==> src/rtl/crank_cam_gen.sv <==
// Trigger-wheel generator: TEETH-MISSING crank tooth train plus half-speed cam,
// with per-revolution period reload from a shadow register or signed ramp.
module crank_cam_gen #(
  parameter int TEETH      = 60,
  parameter int MISSING    = 2,
  parameter int PER_W      = 16,
  parameter int PER_RST    = 64,
  parameter int PER_MIN    = 4,
  parameter int CAM_TOGGLE = 30,
  parameter int CAM_FALL   = 54,
  parameter int CAM_RISE   = 4
) (
  input  logic             clk,
  input  logic             rst,
  input  logic             en,
  input  logic             per_wr,
  input  logic [PER_W-1:0] per_in,
  input  logic [PER_W-1:0] ramp,
  output logic             vr,
  output logic             cam,
  output logic             cam_phase,
  output logic [7:0]       tooth_idx,
  output logic             rev_pulse,
  output logic [PER_W-1:0] per_act
);

  localparam int CNT_W = PER_W + 2;
  localparam int SUM_W = PER_W + 2;

  localparam logic [7:0]             LAST_IDX   = 8'(TEETH - MISSING - 1);
  localparam logic [7:0]             IDX_TOGGLE = 8'(CAM_TOGGLE);
  localparam logic [7:0]             IDX_FALL   = 8'(CAM_FALL);
  localparam logic [7:0]             IDX_RISE   = 8'(CAM_RISE);
  localparam logic [PER_W-1:0]       PER_MIN_V  = PER_W'(PER_MIN);
  localparam logic [PER_W-1:0]       PER_RST_V  = PER_W'(PER_RST);
  localparam logic [CNT_W-1:0]       GAP_MUL    = CNT_W'(MISSING + 1);
  localparam logic [CNT_W-1:0]       CNT_ONE    = CNT_W'(1);
  localparam logic signed [SUM_W-1:0] SUM_MIN   = SUM_W'(PER_MIN);
  localparam logic signed [SUM_W-1:0] SUM_MAX   = {2'b00, {PER_W{1'b1}}};

  logic [CNT_W-1:0]        tick, tick_nxt, len_cur, len_nxt;
  logic [PER_W-1:0]        shadow, per_nxt, per_ramped, per_in_sat;
  logic [7:0]              idx_nxt;
  logic                    pending, tooth_end, wrap, vr_nxt;
  logic signed [SUM_W-1:0] sum;

  // The last present tooth also spans the missing teeth that follow it.
  function automatic logic [CNT_W-1:0] tooth_len(input logic [7:0] idx,
                                                 input logic [PER_W-1:0] per);
    logic [CNT_W-1:0] base;
    base = CNT_W'(per);
    return (idx == LAST_IDX) ? base * GAP_MUL : base;
  endfunction

  // NOTE: every variable below gets a value on every path through this block,
  // so no latch can be inferred.
  always_comb begin
    sum = $signed({2'b00, per_act}) + $signed({{2{ramp[PER_W-1]}}, ramp});
    if (sum < SUM_MIN)      per_ramped = PER_MIN_V;
    else if (sum > SUM_MAX) per_ramped = '1;
    else                    per_ramped = sum[PER_W-1:0];

    per_in_sat = (per_in < PER_MIN_V) ? PER_MIN_V : per_in;

    len_cur   = tooth_len(tooth_idx, per_act);
    tooth_end = (tick == len_cur - CNT_ONE);
    wrap      = tooth_end && (tooth_idx == LAST_IDX);
    tick_nxt  = tooth_end ? '0 : tick + CNT_ONE;

    if (wrap)           idx_nxt = '0;
    else if (tooth_end) idx_nxt = tooth_idx + 8'd1;
    else                idx_nxt = tooth_idx;

    // A pending shadow write wins over the ramp for this revolution.
    if (!wrap)        per_nxt = per_act;
    else if (pending) per_nxt = shadow;
    else              per_nxt = per_ramped;

    // vr is computed from the post-edge tick so it lines up with the tooth.
    len_nxt = tooth_len(idx_nxt, per_nxt);
    vr_nxt  = (tick_nxt >= (len_nxt >> 1));
  end

  // NOTE: state registers use non-blocking assignments so every register
  // samples pre-edge values regardless of statement order.
  always_ff @(posedge clk or posedge rst) begin
    if (rst) begin
      tick      <= '0;
      tooth_idx <= '0;
      vr        <= 1'b0;
      cam       <= 1'b1;
      cam_phase <= 1'b0;
      rev_pulse <= 1'b0;
      per_act   <= PER_RST_V;
      shadow    <= PER_RST_V;
      pending   <= 1'b0;
    end else begin
      rev_pulse <= en && wrap;

      // A write in the wrap cycle survives the clear and applies next wrap.
      if (per_wr) begin
        shadow  <= per_in_sat;
        pending <= 1'b1;
      end else if (en && wrap) begin
        pending <= 1'b0;
      end

      if (en) begin
        tick      <= tick_nxt;
        tooth_idx <= idx_nxt;
        per_act   <= per_nxt;
        vr        <= vr_nxt;
        if (tooth_end) begin
          if (idx_nxt == IDX_TOGGLE)             cam_phase <= ~cam_phase;
          if (cam_phase && idx_nxt == IDX_FALL)  cam       <= 1'b0;
          if (cam_phase && idx_nxt == IDX_RISE)  cam       <= 1'b1;
        end
      end
    end
  end

endmodule
==> config.mk <==
export PLATFORM = sky130hd
export DESIGN_NAME = crank_cam_gen
export DESIGN_NICKNAME = d
export VERILOG_FILES = /design/src/rtl/crank_cam_gen.sv
export SDC_FILE = /design/constraint.sdc
export NUM_CORES = 1
export LEC_CHECK = 0
export BUFFER_PORTS_ARGS = -buffer_cell sky130_fd_sc_hd__buf_2
export CAP_MARGIN = 15
export CELL_PAD_IN_SITES_DETAIL_PLACEMENT = 1
export CELL_PAD_IN_SITES_GLOBAL_PLACEMENT = 1
export CORE_MARGIN = 2
export CORE_UTILIZATION = 32
export DETAILED_ROUTE_END_ITERATION = 6
export GPL_TIMING_DRIVEN = 0
export PLACE_DENSITY = 0.62
export SLEW_MARGIN = 5
export SYNTH_ARGS = -nofsm -noshare
export SYNTH_HDL_FRONTEND = slang
export SYNTH_SLANG_ARGS = --single-unit
==> constraint.sdc <==
create_clock -name clk -period 15.4 [get_ports clk]
set_input_delay 0.77 -clock clk [delete_from_list [all_inputs] [get_ports clk]]
set_output_delay 0.77 -clock clk [all_outputs]
set_load 0.005 [all_outputs]
## After elaboration in Yosys (flattened, before gate mapping)

Cells that the tools add are included.
Widths: inputs -> output; s select.

- $add $sub $neg: 4
- $mul: 2
- Div/mod/pow operators: 0
- Magnitude comparators: 4
- Eq/ne operators: 6
- Shift operators: 0
- Multiplexer cells: 14
- Bitwise operators: 1
- Reductions and logical operators: 8

Operator list:

| kind | number |
|---|---|
| $mux 16 | 5 |
| $mux 18 | 3 |
| $mul 16x2->18 const B | 2 |
| $eq 8x6->1 const B | 3 |
| $add 17x16->18 | 1 |
| $add 18x1->18 const B | 1 |
| $eq 18x18->1 | 1 |
| $ge 18x17->1 | 1 |
| $gt 18x17->1 const B | 1 |
| $lt 18x4->1 const B | 1 |
| $sub 18x1->18 const B | 1 |
| $lt 16x3->1 const B | 1 |
| $mux 8 | 2 |
| $add 8x1->8 const B | 1 |
| $eq 8x3->1 const B | 1 |
| $eq 8x5->1 const B | 1 |
| $reduce_and 3->1 | 2 |
| $logic_and 1x1->1 | 4 |
| $mux 1 | 4 |
| $reduce_bool 2->1 | 2 |
| $not 1->1 | 1 |

- Register bits after elaboration: 63
- Latch bits: 0
- RAM bits: 0
- Memory bits (read-only): 0
- Input port bits: 36
- Output and inout bits: 28
- Logic and storage cells: 48
- Memories kept: 0

## Logic depth before layout (Yosys ltp)

- Depth in word-level cells: 10
- Depth in mapped cells: 41

## Worst setup path before layout

OpenSTA, ideal clock, no wires.

- Path kind: register to register
- Start: register per_act[1]
- End: register vr
- Setup time: 139 ps
- Arrival time: 7092 ps
- Data required time: 15261 ps
- Path slack: 8170 ps
- Stages on the path, launching flop included: 36
- Path buffers: 2
- Clock period less this slack: 7230 ps
- Cell sequence: dfrtp_1 > ha_1 > inv_1 > fa_1 > nor2b_1 > o2111ai_1 > and4_1 > o21ai_0 > a21boi_0 > xor2_1 > or4b_1 > o2bb2ai_1 > nor4b_1 > and3_1 > buf_2 > nand2_1 > clkbuf_1 > o21ai_0 > ha_1 > a21o_1 > a21oi_1 > o21bai_1 > a21oi_1 > o21bai_1 > a21oi_1 > nor2b_1 > o21a_1 > nor4_1 > o41ai_1 > a21o_1 > a21oi_1 > xnor2_1 > nand2b_1 > ha_1 > a2111oi_0 > a21oi_1

- Longest elaborated chain between the ends: 9

RTL lines:

| what | RTL line | text |
|---|---|---|
| start, declared | 24 | `output logic [PER_W-1:0] per_act` |
| start signal, assigned | 111 | `per_act <= per_nxt;` |
| $mul 16x2->18 or $add 17x16->18 (tied branches) | 52, 58 |  |
| $mux 18 or $gt 18x17->1 (tied branches) | 52, 60 |  |
| $sub 18x1->18 or $mux 16 (tied branches) | 66, 60 |  |
| $eq 18x18->1 or $mux 16 (tied branches) | 66, 59 |  |
| $logic_and 1x1->1 or $mux 16 (tied branches) | 67, 76 |  |
| $mux 16 * | 75 | `if (!wrap) per_nxt = per_act;` |
| net per_nxt[2] | 42 | `logic [PER_W-1:0] shadow, per_nxt, per_ramped, per_in_sat;` |
| $mul 16x2->18 | 52 | `return (idx == LAST_IDX) ? base * GAP_MUL : base;` |
| $mux 18 * | 52 |  |
| $ge 18x17->1 * | 81 | `vr_nxt = (tick_nxt >= (len_nxt >> 1));` |
| end signal, assigned | 112 | `vr <= vr_nxt;` |
| end, declared | 19 | `output logic vr,` |

The timed path passes the listed nets; every way through them passes the cells marked *.
A chain may end at the register's enable or synchronous reset.

## Worst setup path after layout

- Start: register per_act[0]
- End: register vr

Same word-level chain as after synthesis.

==> results.md <==
- The run finished with clean final reports.
- The stage delay of the slowest cell on the critical path is about 620 ps.
- The xor and xnor fraction of the mapped netlist area is between 9 and 10%.
- The number of design-rule violations left by the first detailed-router iteration is between 200 and 250.
- Clock latency on the worst-skew pair, taken at its later pin, is between 300 and 400 ps.
- The highest-delay cell along the critical path is sky130_fd_sc_hd__a211oi_1.
- Sequential elements use approximately 22% of the synthesized area.
- The maximum buffer depth of the clock tree is 2.
- The total detailed-routing wirelength is 24100 microns.
- For the finished layout, the period the worst path requires is 9030 ps.
- From synthesis to final layout, the design area changed by 13.6%.
- The vertical die dimension is approximately 160 microns.
- The synthesized netlist occupies a cell area of 7300 sq um.
- The number of synthesis warnings is 0.
- In this run the count of I/O pins placed on the die edge is 64.
- The die is around 160 microns wide.
- The most used flip-flop cell after synthesis is sky130_fd_sc_hd__dfrtp_1.
- In the final layout, the multi-input gates occupy between 5000 and 6000 sq um.
- The total negative slack for setup checks is 0 ps.
- The flip-flop and latch area is 1580 sq um.
- The first detailed-routing pass took 4 iterations.
- The via count of the routed design is around 6900.
- The maximum number of pins on one net before global-route repair is 48.
- The number of flops mapped to enable cells by yosys is 0.
- The first-pass GRT wire length is approximately 40000 microns.
- The data required time at the worst endpoint is ~16000 ps.
- STA classifies the critical path startpoint as a register.
- The total design power is just over 600 uW.
- The filler cell count in the final layout is 2726.
- The portion of the clock cycle consumed by the worst path in the final layout is between 50% and 60%.
- Counting distinct cell types in the post-synthesis netlist gives between 80 and 90.
- Setup violations remaining at the end of the flow were counted as 0.
- The CTS tree is built.
- The detailed router used layers up to and including met4.
- The number of gates resized after CTS was 0.
- Clock-pin slew was measured on the worst setup and hold paths at about 60 ps.
- The H-tree was split into 3 levels.
- The number of antenna violations at the first check in global routing was 1.
- Using the TritonRoute via totals, the vias-per-cell ratio works out to about 5.5.
- The cell leakage power is approximately 0.0038 uW.
- The fraction of layout cells with a size suffix above 1 is between 10% and 20%.
- Clock skew on the completed layout was measured at about 12 ps.
- After Yosys synthesis, full adders, half adders and majority gates account for roughly 13% of the synthesized area.
- The top cell type by area accounts for about a fifth of the synthesized area.
- The remaining antenna violation count is 0.
- The initial utilization of the core area, before any placement, comes to ~32%.
- In this design, the critical path's most frequently occurring cell is sky130_fd_sc_hd__a21oi_1.
- Across the VDD grid, the largest voltage drop is 43.6 uV.
- In this run the tightest slew margin relative to its limit is a little under half.
- By area, the combinational part of the netlist is dominated by compound AO/OA/AOI/OAI gates.
- STA puts the critical path data arrival time at between 9000 and 10000 ps.
- The number of clock buffers added by TritonCTS is 9.
- By instance count, the leading cell after synthesis is sky130_fd_sc_hd__nand2_1.
- The detailed router put a total of between 10000 and 15000 microns of wire on met1.
- The worst register-to-register path has a setup slack of approximately 6400 ps.
- At the end of routability-driven placement, the weighted congestion stood at a little over 0.8.
- Setup repair after global routing left no endpoint under its margin.
- For the pin with the worst max-slew slack, the measured transition is 792 ps.
- The total area inside the core boundary comes to approximately 23000 sq um.
- The share of async-settable or async-resettable flops after synthesis is 100%.
- The endpoint of the lowest-slack register-to-register path is vr$_DFFE_PP0P_.
- Ranked by total cell area, the synthesized netlist is headed by sky130_fd_sc_hd__dfrtp_1 21%, sky130_fd_sc_hd__ha_1 12%, sky130_fd_sc_hd__xnor2_1 6.6%.
- The number of pins with negative max-slew slack in the final report is 0.
- Based on the critical path, the design can be clocked at up to approximately 0.11 GHz.
- The routed wire length on met2 is around 11000 microns.
- The synthesized netlist cell count is between 800 and 900.
- The startpoint identified for the worst register-to-register timing path is per_act[0]$_DFFE_PP0P_.
- The number of maximum-capacitance constraint violations is 0.
- After clock tree synthesis, the setup repair step added 0 buffers.
- Buffers inserted to repair hold after CTS numbered 0.
- The synthesized netlist devotes between 20% and 30% of its cell area to compound gates.
- In this run the power density over the cells is approximately 75 nW/um^2.
- After detailed routing, the number of remaining DRC violations is 0.
- After the last flow step, the layout net total stands at 1074.
- The via count of the first global-routing pass is around 7000.
- Buffers placed on the I/O ports in this run total slightly above 60.
- The final count of hold timing violations is 0.
- For this run, the total global-route usage over all layers was measured as roughly a fifth.
- The area share of and/or/nand/nor cells after synthesis is 21.6%.
- In the final routed layout, each cell accounts on average for between 15 and 20 microns.
- The type of the worst min-delay path is in -> async.
- After synthesis, the most frequently instantiated cells are 83 x sky130_fd_sc_hd__nand2_1, 74 x sky130_fd_sc_hd__o21ai_0, 71 x sky130_fd_sc_hd__ha_1, 65 x sky130_fd_sc_hd__nor2_1, 60 x sky130_fd_sc_hd__dfrtp_1.
- The worst setup path is captured at a register.
- The worst reg2reg path depth is 35.
- The total nets after synthesis is about 1000.
- The total global routing overflow is 0.
- The top cell type by total area after synthesis is sky130_fd_sc_hd__dfrtp_1.
- The critical path is of the reg -> reg type.
- Clock tree synthesis found a total of 63 sinks.
- The die covers between 20000 and 25000 sq um.
- The master cell of the clock root buffer is sky130_fd_sc_hd__clkbuf_16.
- In the detailed route, the total length drawn on met3 is 626 microns.
- Multiplexer cells account for 8.22% of the synthesized area.
- A synthesized cell averages 8.20 sq um.
- Along the worst path, the maximum fanout reaches 10.
- The floorplan has 55 rows.
- The HPWL after detailed placement is roughly 19000 microns.
- The flip-flop and latch count after synthesis is 63.
[worst max path at each step]
stage,startpoint,end,cells after the start
2_1_floorplan,per_act[1]$_DFFE_PP0P_,vr$_DFFE_PP0P_,35
3_3_place_gp,per_act[0]$_DFFE_PP0P_,vr$_DFFE_PP0P_,35
3_5_place_dp,per_act[0]$_DFFE_PP0P_,vr$_DFFE_PP0P_,35
4_1_cts,per_act[0]$_DFFE_PP0P_,vr$_DFFE_PP0P_,35
5_1_grt,per_act[0]$_DFFE_PP0P_,vr$_DFFE_PP0P_,35
6_report,per_act[0]$_DFFE_PP0P_,vr$_DFFE_PP0P_,35
[worst max-delay path: cells and delay by family (launching register included)]
kind,cells,cell delay [ps]
buffers and inverters,3,560
adder cells (fa/ha/maj),4,1160
AND/OR/NAND/NOR,10,1950
XOR/XNOR,2,350
flip-flops,1,600
AO/OA/AOI/OAI,16,4260
[cells in the final DEF (no fill, tap or decap), types with 31 or more instances in the layout]
master	n
sky130_fd_sc_hd__nor2_1	65
sky130_fd_sc_hd__nand2_1	83
sky130_fd_sc_hd__o21ai_0	74
sky130_fd_sc_hd__a21oi_1	54
sky130_fd_sc_hd__ha_1	71
sky130_fd_sc_hd__dfrtp_1	60
sky130_fd_sc_hd__mux2_2	32
sky130_fd_sc_hd__xnor2_1	55
sky130_fd_sc_hd__buf_2	68
sky130_fd_sc_hd__a21o_1	31
[metrics by stage]
step | std cells | setup WS, ps | area, sq um | hold slack (ps) | util (%)
global route | 1254 | 5440 | 8290 | 382 | 36.8
finish | 1255 | 6370 | 8290 | 365 | 36.9
global placement | 1237 | 6520 | 7960 | 480 | 35.4
CTS | 1254 | 6350 | 8290 | 374 | 36.8
floorplan | 891 | 8170 | 7300 | 460 | -
detailed placement | 1238 | 6360 | 7990 | 477 | 35.5
[cell type report]
class / count / share of cell area [%]
Antenna cell: 1 / 0.0302
Buffer: 31 / 1.78
Clock buffer: 9 / 2.72
Clock inverter: 7 / 0.875
Inverter: 31 / 1.43
Multi-Input combinational cell: 766 / 65.8
Sequential cell: 63 / 19.1
Tap cell: 285 / 4.30
Timing Repair Buffer: 62 / 4.01
[state kept, by name, indices dropped and copies added, names as in the netlist]
name	count
tooth_idx	8
tick	18
shadow	16
pending	1
per_act	16
rev_pulse	1
cam	1
vr	1
cam_phase	1
[cell families after synthesis]
| logic type | after synthesis |
|---|---|
| compound gates | 255 |
| xor+xnor | 74 |
| fa+ha+maj | 74 |
| buf+inv | 62 |
| flops | 63 |
| mux | 56 |
| simple gates | 307 |
[where the power goes]
group          switching, uW  internal (uW)  total [uW]
sequential              21.4            184         205
combinational            113           95.4         208
clock                   84.9            126         210
total                    219            405         624
[per-layer routing]
layer  vias to the layer above  global-route usage, %
li1                       3412                      -
met1                      3373                   28.2
met2                        75                   34.4
met3                        29                   2.70
met4                         0                   6.04
met5                         -                      0
Power figures use the tool's default switching activity.
